File: src/rtl/pipe_hazard_unit_if.sv
// Decode-to-hazard-unit bundle: per-instruction D-stage info in, stall and forward selects out.
// The mult/div signals exist only when HAZ_MD_EN is defined.
interface pipe_hazard_unit_if #(
    parameter int AW = 5,
    parameter int TW = 2
);
    logic [AW-1:0] d_rs;
    logic [AW-1:0] d_rt;
    logic [TW-1:0] d_rs_tuse;
    logic [TW-1:0] d_rt_tuse;
    logic [AW-1:0] d_dst;
    logic [TW-1:0] d_tnew;
    logic          stall;
    logic [1:0]    fwd_rs_d;
    logic [1:0]    fwd_rt_d;
    logic [1:0]    fwd_rs_e;
    logic [1:0]    fwd_rt_e;
    logic          fwd_rt_m;
`ifdef HAZ_MD_EN
    logic          md_start;
    logic          md_is_div;
    logic          d_md_use;
    logic          md_busy;

    modport master (
        output d_rs, d_rt, d_rs_tuse, d_rt_tuse, d_dst, d_tnew,
        output md_start, md_is_div, d_md_use,
        input  stall, fwd_rs_d, fwd_rt_d, fwd_rs_e, fwd_rt_e, fwd_rt_m, md_busy
    );
    modport slave (
        input  d_rs, d_rt, d_rs_tuse, d_rt_tuse, d_dst, d_tnew,
        input  md_start, md_is_div, d_md_use,
        output stall, fwd_rs_d, fwd_rt_d, fwd_rs_e, fwd_rt_e, fwd_rt_m, md_busy
    );
`else
    modport master (
        output d_rs, d_rt, d_rs_tuse, d_rt_tuse, d_dst, d_tnew,
        input  stall, fwd_rs_d, fwd_rt_d, fwd_rs_e, fwd_rt_e, fwd_rt_m
    );
    modport slave (
        input  d_rs, d_rt, d_rs_tuse, d_rt_tuse, d_dst, d_tnew,
        output stall, fwd_rs_d, fwd_rt_d, fwd_rs_e, fwd_rt_e, fwd_rt_m
    );
`endif
endinterface

File: src/rtl/pipe_hazard_unit.sv
// Tuse/Tnew hazard unit for a 5-stage pipeline: tracks E/M/W destination records, drives stall and forwards.
// Define HAZ_MD_EN to add the mult/div busy counter and its HI/LO interlock.
module pipe_hazard_unit #(
    parameter int AW      = 5,
    parameter int TW      = 2,
    parameter int MUL_CYC = 5,
    parameter int DIV_CYC = 10
) (
    input  logic              clk,
    input  logic              reset,
    pipe_hazard_unit_if.slave hz
);
    localparam logic [TW-1:0] TUSE_NONE = '1;

    logic [AW-1:0] e_rs, e_rt, e_dst, m_rt, m_dst, w_dst;
    logic [TW-1:0] e_rs_tuse, e_rt_tuse, e_tnew, m_rt_tuse, m_tnew;
    logic          rs_haz, rt_haz, stall;
    logic          unused_tuse;

    // All-ones marks an unused source and must survive the per-stage decrement.
    function automatic logic [TW-1:0] tuse_step(input logic [TW-1:0] t);
        if (t == TUSE_NONE || t == '0) return t;
        return t - 1'b1;
    endfunction

    function automatic logic [TW-1:0] tnew_step(input logic [TW-1:0] t);
        if (t == '0) return t;
        return t - 1'b1;
    endfunction

    function automatic logic src_haz(input logic [AW-1:0] s, input logic [TW-1:0] tuse,
                                     input logic [AW-1:0] edst, input logic [TW-1:0] etnew,
                                     input logic [AW-1:0] mdst, input logic [TW-1:0] mtnew);
        if (s == '0 || tuse == TUSE_NONE) return 1'b0;
        return ((edst == s) && (etnew > tuse)) || ((mdst == s) && (mtnew > tuse));
    endfunction

    function automatic logic [1:0] fwd_sel(input logic [AW-1:0] s, input logic [AW-1:0] mdst,
                                           input logic [TW-1:0] mtnew, input logic [AW-1:0] wdst);
        if (s == '0) return 2'd0;
        if (mdst == s && mtnew == '0) return 2'd1;
        if (wdst == s) return 2'd2;
        return 2'd0;
    endfunction

    assign rs_haz = src_haz(hz.d_rs, hz.d_rs_tuse, e_dst, e_tnew, m_dst, m_tnew);
    assign rt_haz = src_haz(hz.d_rt, hz.d_rt_tuse, e_dst, e_tnew, m_dst, m_tnew);

`ifdef HAZ_MD_EN
    localparam int MD_MAX = (MUL_CYC > DIV_CYC) ? MUL_CYC : DIV_CYC;
    localparam int CW     = $clog2(MD_MAX + 1);

    logic [CW-1:0] md_cnt;
    logic          md_busy;

    assign md_busy    = (md_cnt != '0) || hz.md_start;
    assign hz.md_busy = md_busy;
    assign stall      = rs_haz || rt_haz || (hz.d_md_use && md_busy);

    // A new start reloads even when the unit is still busy.
    always_ff @(posedge clk) begin
        if (reset) begin
            md_cnt <= '0;
        end else if (hz.md_start && !stall) begin
            md_cnt <= hz.md_is_div ? CW'(DIV_CYC) : CW'(MUL_CYC);
        end else if (md_cnt != '0) begin
            md_cnt <= md_cnt - 1'b1;
        end
    end
`else
    assign stall = rs_haz || rt_haz;
`endif

    assign hz.stall    = stall;
    assign hz.fwd_rs_d = fwd_sel(hz.d_rs, m_dst, m_tnew, w_dst);
    assign hz.fwd_rt_d = fwd_sel(hz.d_rt, m_dst, m_tnew, w_dst);
    assign hz.fwd_rs_e = fwd_sel(e_rs, m_dst, m_tnew, w_dst);
    assign hz.fwd_rt_e = fwd_sel(e_rt, m_dst, m_tnew, w_dst);
    assign hz.fwd_rt_m = (m_rt != '0) && (w_dst == m_rt);

    // Source timing is carried along with each record but no output needs it past D.
    assign unused_tuse = ^{e_rs_tuse, m_rt_tuse};

    always_ff @(posedge clk) begin
        if (reset) begin
            e_rs      <= '0;
            e_rt      <= '0;
            e_rs_tuse <= TUSE_NONE;
            e_rt_tuse <= TUSE_NONE;
            e_dst     <= '0;
            e_tnew    <= '0;
            m_rt      <= '0;
            m_rt_tuse <= TUSE_NONE;
            m_dst     <= '0;
            m_tnew    <= '0;
            w_dst     <= '0;
        end else begin
            if (stall) begin
                e_rs      <= '0;
                e_rt      <= '0;
                e_rs_tuse <= TUSE_NONE;
                e_rt_tuse <= TUSE_NONE;
                e_dst     <= '0;
                e_tnew    <= '0;
            end else begin
                e_rs      <= hz.d_rs;
                e_rt      <= hz.d_rt;
                e_rs_tuse <= tuse_step(hz.d_rs_tuse);
                e_rt_tuse <= tuse_step(hz.d_rt_tuse);
                e_dst     <= hz.d_dst;
                e_tnew    <= hz.d_tnew;
            end
            m_rt      <= e_rt;
            m_rt_tuse <= tuse_step(e_rt_tuse);
            m_dst     <= e_dst;
            m_tnew    <= tnew_step(e_tnew);
            w_dst     <= m_dst;
        end
    end
endmodule
File: src/flat_wrapper.sv
// flat-port wrapper written by rule: the top's interface ports become plain ports
module pipe_hazard_unit_flat 
#(
    parameter int AW      = 5,
    parameter int TW      = 2,
    parameter int MUL_CYC = 5,
    parameter int DIV_CYC = 10
)
  (clk, reset, hz_d_rs, hz_d_rt, hz_d_rs_tuse, hz_d_rt_tuse, hz_d_dst, hz_d_tnew, hz_stall, hz_fwd_rs_d, hz_fwd_rt_d, hz_fwd_rs_e, hz_fwd_rt_e, hz_fwd_rt_m);
  pipe_hazard_unit_if #(.AW(AW), .TW(TW)) hz_i ();
  input  logic clk;
  input  logic reset;
  input wire logic [$bits(hz_i.d_rs)-1:0] hz_d_rs;
  input wire logic [$bits(hz_i.d_rt)-1:0] hz_d_rt;
  input wire logic [$bits(hz_i.d_rs_tuse)-1:0] hz_d_rs_tuse;
  input wire logic [$bits(hz_i.d_rt_tuse)-1:0] hz_d_rt_tuse;
  input wire logic [$bits(hz_i.d_dst)-1:0] hz_d_dst;
  input wire logic [$bits(hz_i.d_tnew)-1:0] hz_d_tnew;
  output wire logic [$bits(hz_i.stall)-1:0] hz_stall;
  output wire logic [$bits(hz_i.fwd_rs_d)-1:0] hz_fwd_rs_d;
  output wire logic [$bits(hz_i.fwd_rt_d)-1:0] hz_fwd_rt_d;
  output wire logic [$bits(hz_i.fwd_rs_e)-1:0] hz_fwd_rs_e;
  output wire logic [$bits(hz_i.fwd_rt_e)-1:0] hz_fwd_rt_e;
  output wire logic [$bits(hz_i.fwd_rt_m)-1:0] hz_fwd_rt_m;
  assign hz_i.d_rs = hz_d_rs;
  assign hz_i.d_rt = hz_d_rt;
  assign hz_i.d_rs_tuse = hz_d_rs_tuse;
  assign hz_i.d_rt_tuse = hz_d_rt_tuse;
  assign hz_i.d_dst = hz_d_dst;
  assign hz_i.d_tnew = hz_d_tnew;
  assign hz_stall = hz_i.stall;
  assign hz_fwd_rs_d = hz_i.fwd_rs_d;
  assign hz_fwd_rt_d = hz_i.fwd_rt_d;
  assign hz_fwd_rs_e = hz_i.fwd_rs_e;
  assign hz_fwd_rt_e = hz_i.fwd_rt_e;
  assign hz_fwd_rt_m = hz_i.fwd_rt_m;
  pipe_hazard_unit #(.AW(AW), .TW(TW), .MUL_CYC(MUL_CYC), .DIV_CYC(DIV_CYC)) u_core (.clk(clk), .reset(reset), .hz(hz_i));
endmodule
File: config.mk
export PLATFORM = sky130hd
export DESIGN_NAME = pipe_hazard_unit_flat
export DESIGN_NICKNAME = d
export VERILOG_FILES = /design/src/rtl/pipe_hazard_unit_if.sv /design/src/rtl/pipe_hazard_unit.sv /design/src/flat_wrapper.sv
export SDC_FILE = /design/constraint.sdc
export NUM_CORES = 1
export LEC_CHECK = 0
export CAP_MARGIN = 20
export CORE_MARGIN = 10
export CORE_UTILIZATION = 45
export DETAILED_ROUTE_END_ITERATION = 7
export GPL_TIMING_DRIVEN = 0
export PLACE_DENSITY = 0.69
export REMOVE_ABC_BUFFERS = 1
export SLEW_MARGIN = 10
export SYNTH_ARGS = -nofsm -noshare
export SYNTH_HDL_FRONTEND = slang
export SYNTH_SLANG_ARGS = --single-unit
File: constraint.sdc
create_clock -name clk -period 5.2 [get_ports clk]
set_input_delay 1.56 -clock clk [delete_from_list [all_inputs] [get_ports clk]]
set_output_delay 1.56 -clock clk [all_outputs]
set_load 0.01 [all_outputs]
**After elaboration in Yosys (flattened, before gate mapping)**

Cells that the tools add are included.

- Order comparisons: 4
- Reductions and logical operators: 22
- Equality and inequality tests: 13
- Add/sub/neg operators: 1
- Multiplexer cells: 58

Operator list:

| kind | count |
|---|---|
| $eq 5x5->1 | 11 |
| $mux 2 | 26 |
| $mux 1 | 32 |
| $logic_not 5->1 | 4 |
| $logic_and 1x1->1 | 9 |
| $gt 2x2->1 | 4 |
| $logic_or 1x1->1 | 5 |
| $reduce_bool 5->1 | 1 |
| $eq 2x2->1 const B | 2 |
| $logic_not 2->1 | 2 |
| $reduce_or 2->1 | 1 |
| $sub 2x1->2 const B | 1 |

- Word-level logic and storage cells: 106
- Flip-flop bits (word level): 34

**Logic depth before layout (Yosys ltp)**

- Word-level depth: 9
- Mapped depth: 9

**Worst setup path before layout**

OpenSTA, ideal clock, no wires.

- Kind: input port to output port
- Start: in hz_d_rt_tuse[1]
- End: out hz_stall
- Stages: 7
- Setup slack: 464 ps
- Data arrival time: 3,176 ps
- Path buffers: 0
- Cell sequence: inv_1 > ha_1 > nand2_1 > nand4_1 > or4_4 > a221oi_4 > or2_2

- Longest elaborated chain between the ends: 5

Ends and longest elaborated chain:

| element | RTL line | source |
|---|---|---|
| start, declared | flat_wrapper.sv:16 | `input wire logic [$bits(hz_i.d_rt_tuse)-1:0] hz_d_rt_tuse;` |
| $gt 2x2->1 / $eq 2x2->1 (equally long branches) | pipe_hazard_unit.sv:35, pipe_hazard_unit.sv:34 |  |
| $logic_and 1x1->1 / $logic_or 1x1->1 (equally long branches) | pipe_hazard_unit.sv:35, pipe_hazard_unit.sv:34 |  |
| $logic_or 1x1->1 / $mux 1 (equally long branches) | pipe_hazard_unit.sv:35, pipe_hazard_unit.sv:34 |  |
| $mux 1 (*) | pipe_hazard_unit.sv:35 | `return ((edst == s) && (etnew > tuse)) \|\| ((mdst == s) && (mtnew > tuse));` |
| $logic_or 1x1->1 (*) | pipe_hazard_unit.sv:71 | `assign stall = rs_haz \|\| rt_haz;` |
| end, declared | flat_wrapper.sv:19 | `output wire logic [$bits(hz_i.stall)-1:0] hz_stall;` |

Every way passes the cells marked *; elsewhere a longest branch is shown, timed or not.

**Worst setup path after layout**

- Start: in hz_d_rs[0]
- End: out hz_stall

- Longest elaborated chain between the ends: 5

Ends and longest elaborated chain:

| element | RTL line | source |
|---|---|---|
| start, declared | flat_wrapper.sv:13 | `input wire logic [$bits(hz_i.d_rs)-1:0] hz_d_rs;` |
| $eq 5x5->1 / $logic_not 5->1 (equally long branches) | pipe_hazard_unit.sv:35, pipe_hazard_unit.sv:34 |  |
| $logic_and 1x1->1 / $logic_or 1x1->1 (equally long branches) | pipe_hazard_unit.sv:35, pipe_hazard_unit.sv:34 |  |
| $logic_or 1x1->1 / $mux 1 (equally long branches) | pipe_hazard_unit.sv:35, pipe_hazard_unit.sv:34 |  |
| $mux 1 (*) | pipe_hazard_unit.sv:35 |  |
| $logic_or 1x1->1 (*) | pipe_hazard_unit.sv:71 |  |

Marks and branches as above.

==> key figures <==
STA
  • Setup TNS: 0 ns
  • Final setup fails: 0
  • RSZ-0062 raised after global routing: true
  • Final worst setup slack: about 0.064 ns
  • Final Skew: 0.00186 ns
  • Tightest Pin Transition: 0.706 ns
  • Rel. slew slack: 0.529
  • Tmin final: between 5 and 6 ns
  • Max Slew Vio Count: 0
  • Max Fclk: slightly below 200 MHz
  • Fin Hold WS: 0.446 ns
  • Hold Vio Cnt, Final: 0
  • Period utilization: 0.988

Clock tree
  • Clock sink count: 34
  • Number of CTS-inserted buffers: 5
  • Clk buf depth: 2
  • Hold_buf cts: 0
  • TritonCTS clock tree: yes
  • Root Buffer: clkbuf_8
  • Worst skew pair latency: between 0.2 and 0.3 ns
  • # H-tree levels: 2
  • Clk pin slew, worst setup/hold paths: 0.07 ns

Route
  • DR pass1 iterations: 6
  • Via count: 1589
  • Routed wire length per instance: 16.2 um
  • DRT antenna net count: 0
  • DRC: 0
  • DRT Wirelength: about 4700 um
  • Drt initial violations: 76
  • Vias per cell: between 5 and 6

Power and ir drop
  • Peak VDD IR: 172 uV
  • Total Power: 607 uW
  • P per Cell Area: ~250 nW/um2
  • Static leakage: between 0.9 and 1 nW

Logic synthesis
  • Synth async-reset ratio: 0
  • Mapped Area: 2030 um2
  • Post-synthesis cell type count: 35
  • Mapped Cells: approximately 210
  • Ranking of synthesized cells by area: dfxtp_1, xnor2_1, xor2_1
  • Top cells by count, synth: dfxtp_1, xnor2_1, xor2_1, nor2b_1, clkbuf_1
  • Post-synthesis register bit count: 34
  • Post-synth top area share: 0.335
  • Predominant post-synthesis flop cell: dfxtp_1
  • Cell with the most instances after synthesis: dfxtp_1
  • Number of synthesized flops with an enable pin: 0
  • Avg Cell Area, Syn: ~9.6 um2
  • Syn. warnings: 0
  • Synth area leader: dfxtp_1
  • Register area share after synthesis: 0.335

Place
  • GP Congestion: 0.809
  • Placed Instances: 280
  • # port buffers: 32
  • DP Worst Slack: -1.20 ns
  • Post-DP HPWL: ~3400 um
  • DP Area: 2330 um2

Final layout
  • Share of cells above drive strength 1: 0.134
  • Synth-to-Final Area Change: 21.3%
  • Final core occ: 0.566
  • Fillers: roughly 380
  • Nets: about 270
  • Ant. Diodes: 0
  • Final cell count without fillers: approximately 290
  • FF/Latch Area: a little under 700 um2
  • Multi-input logic area: ~1300 um2
  • Design area: approximately 2500 um2

Global routing
  • Initial antenna violation count: 0
  • Overall global routing resource usage: 0.131
  • Vias in the first global route: 1620
  • Largest net degree at the start of global routing: 35
  • First-pass GRT wire length: roughly 7900 um
  • Total global routing overflow: 0

Floorplan
  • DIE HEIGHT: approximately 87 um
  • Core area: ~4400 um2
  • DIE WIDTH: between 80 and 90 um
  • Die area: approximately 7600 um2
  • Initial core utilization: 0.466
  • IO Count: 33
  • Core Rows: 24

Setup path
  • CP Max Fanout: 5
  • Arr. time, crit path: 3.58 ns
  • RR Endpoint: u_core.e_rt[3]
  • RR Startpoint: u_core.e_tnew[0]
  • Reg2reg setup slack: 2.83 ns
  • Required time worst endpoint: about 3.6 ns
  • Worst setup EP type: output port
  • Reg2reg path depth: 9
  • Startpoint Class: primary input
  • Kind of critical path: primary input to output port

Worst hold path
  • Worst Hold Class: flop to flop
  • Worst hold start: u_core.e_tnew[0]
  • Hold EP: u_core.m_tnew[0]
  • Hold depth: 1

Job
  • Maxcap violations: 0

Outcome
  • Outcome: complete, no violations
-- state kept, by name, indices dropped and copies added, names as in the netlist --
| signal | cells |
|---|---|
| u_core.w_dst | 5 |
| u_core.e_rs | 5 |
| u_core.e_tnew | 2 |
| u_core.e_rt | 5 |
| u_core.m_rt | 5 |
| u_core.e_dst | 5 |
| u_core.m_tnew | 2 |
| u_core.m_dst | 5 |
-- metal layers --
metal / vias to the layer above / track usage / routed length, um
met4: 0 / 0.0565 / 76
met2: 37 / 0.205 / 2200
met1: 764 / 0.159 / 2190
met5: - / 0 / 0
li1: 782 / - / -
met3: 6 / 0.0449 / 265
-- how the worst max path moves through the flow --
stage / depth (start not counted) / slack [ns] / endpoint / start
after detailed placement: 9 / -1.20 / hz_stall / hz_d_rt_tuse[1]
after floorplan: 7 / 0.13 / hz_stall / hz_d_rt_tuse[1]
after CTS: 7 / 0.001 / hz_fwd_rt_d[1] / hz_d_rt[2]
after global placement: 9 / -1.18 / hz_stall / hz_d_rt_tuse[1]
final: 7 / 0.06 / hz_stall / hz_d_rs[0]
after global routing: 9 / -0.02 / hz_stall / hz_d_rs_tuse[1]
-- critical path, cell delays in order --
cell and delay [ns]:
clkdlybuf4s50_1 0.53, or4_4 0.54, nor2_4 0.13, a21oi_1 0.07, a31o_4 0.25, or2_2 0.27, clkdlybuf4s15_2 0.23
-- cell families (layout without fill, tap and decap cells) --
family / Yosys count / count (layout) / share of synthesized area
DFF: 34 / 34 / 0.335
xor gates and xnor gates: 50 / 50 / 0.216
and+or+nand+nor: 79 / 79 / 0.279
AOI/OAI and AO/OA: 16 / 16 / 0.0635
adders and majority gates: 8 / 8 / 0.0493
buffers and inverters: 24 / 52 / 0.0573
-- final cells by class --
cell class                      count  share of cell area
Multi-Input combinational cell    153               0.513
Sequential cell                    34               0.276
Timing Repair Buffer               35               0.134
Clock buffer                        7              0.0351
Tap cell                           52              0.0264
Inverter                            9              0.0137
Clock inverter                      1             0.00203
-- power breakdown --
group          internal, mW  leakage (nW)  switching [mW]
Combinational        0.0644         0.634          0.0504
Sequential            0.274         0.281          0.0182
Clock                 0.107        0.0482          0.0932
Total                 0.445         0.963           0.162
-- timing repair --
item | CTS | global route
setup buffers | 2 | 1
gates cloned | 0 | 0
resized for setup | 13 | 7
pin swaps | 1 | 1
setup endpoints to repair | 2 | 3
-- cells in the final DEF, fill, tap and decap left out, types with 8 or more instances in the layout --
cell type / count
clkdlybuf4s50_1: 22
inv_1: 9
nor4b_2: 10
ha_1: 8
nor2b_1: 15
nand2_1: 9
xnor2_1: 28
xor2_1: 22
nor4b_1: 8
nor2_1: 8
dfxtp_1: 34
No activity file was read; power rests on OpenSTA's default activity.
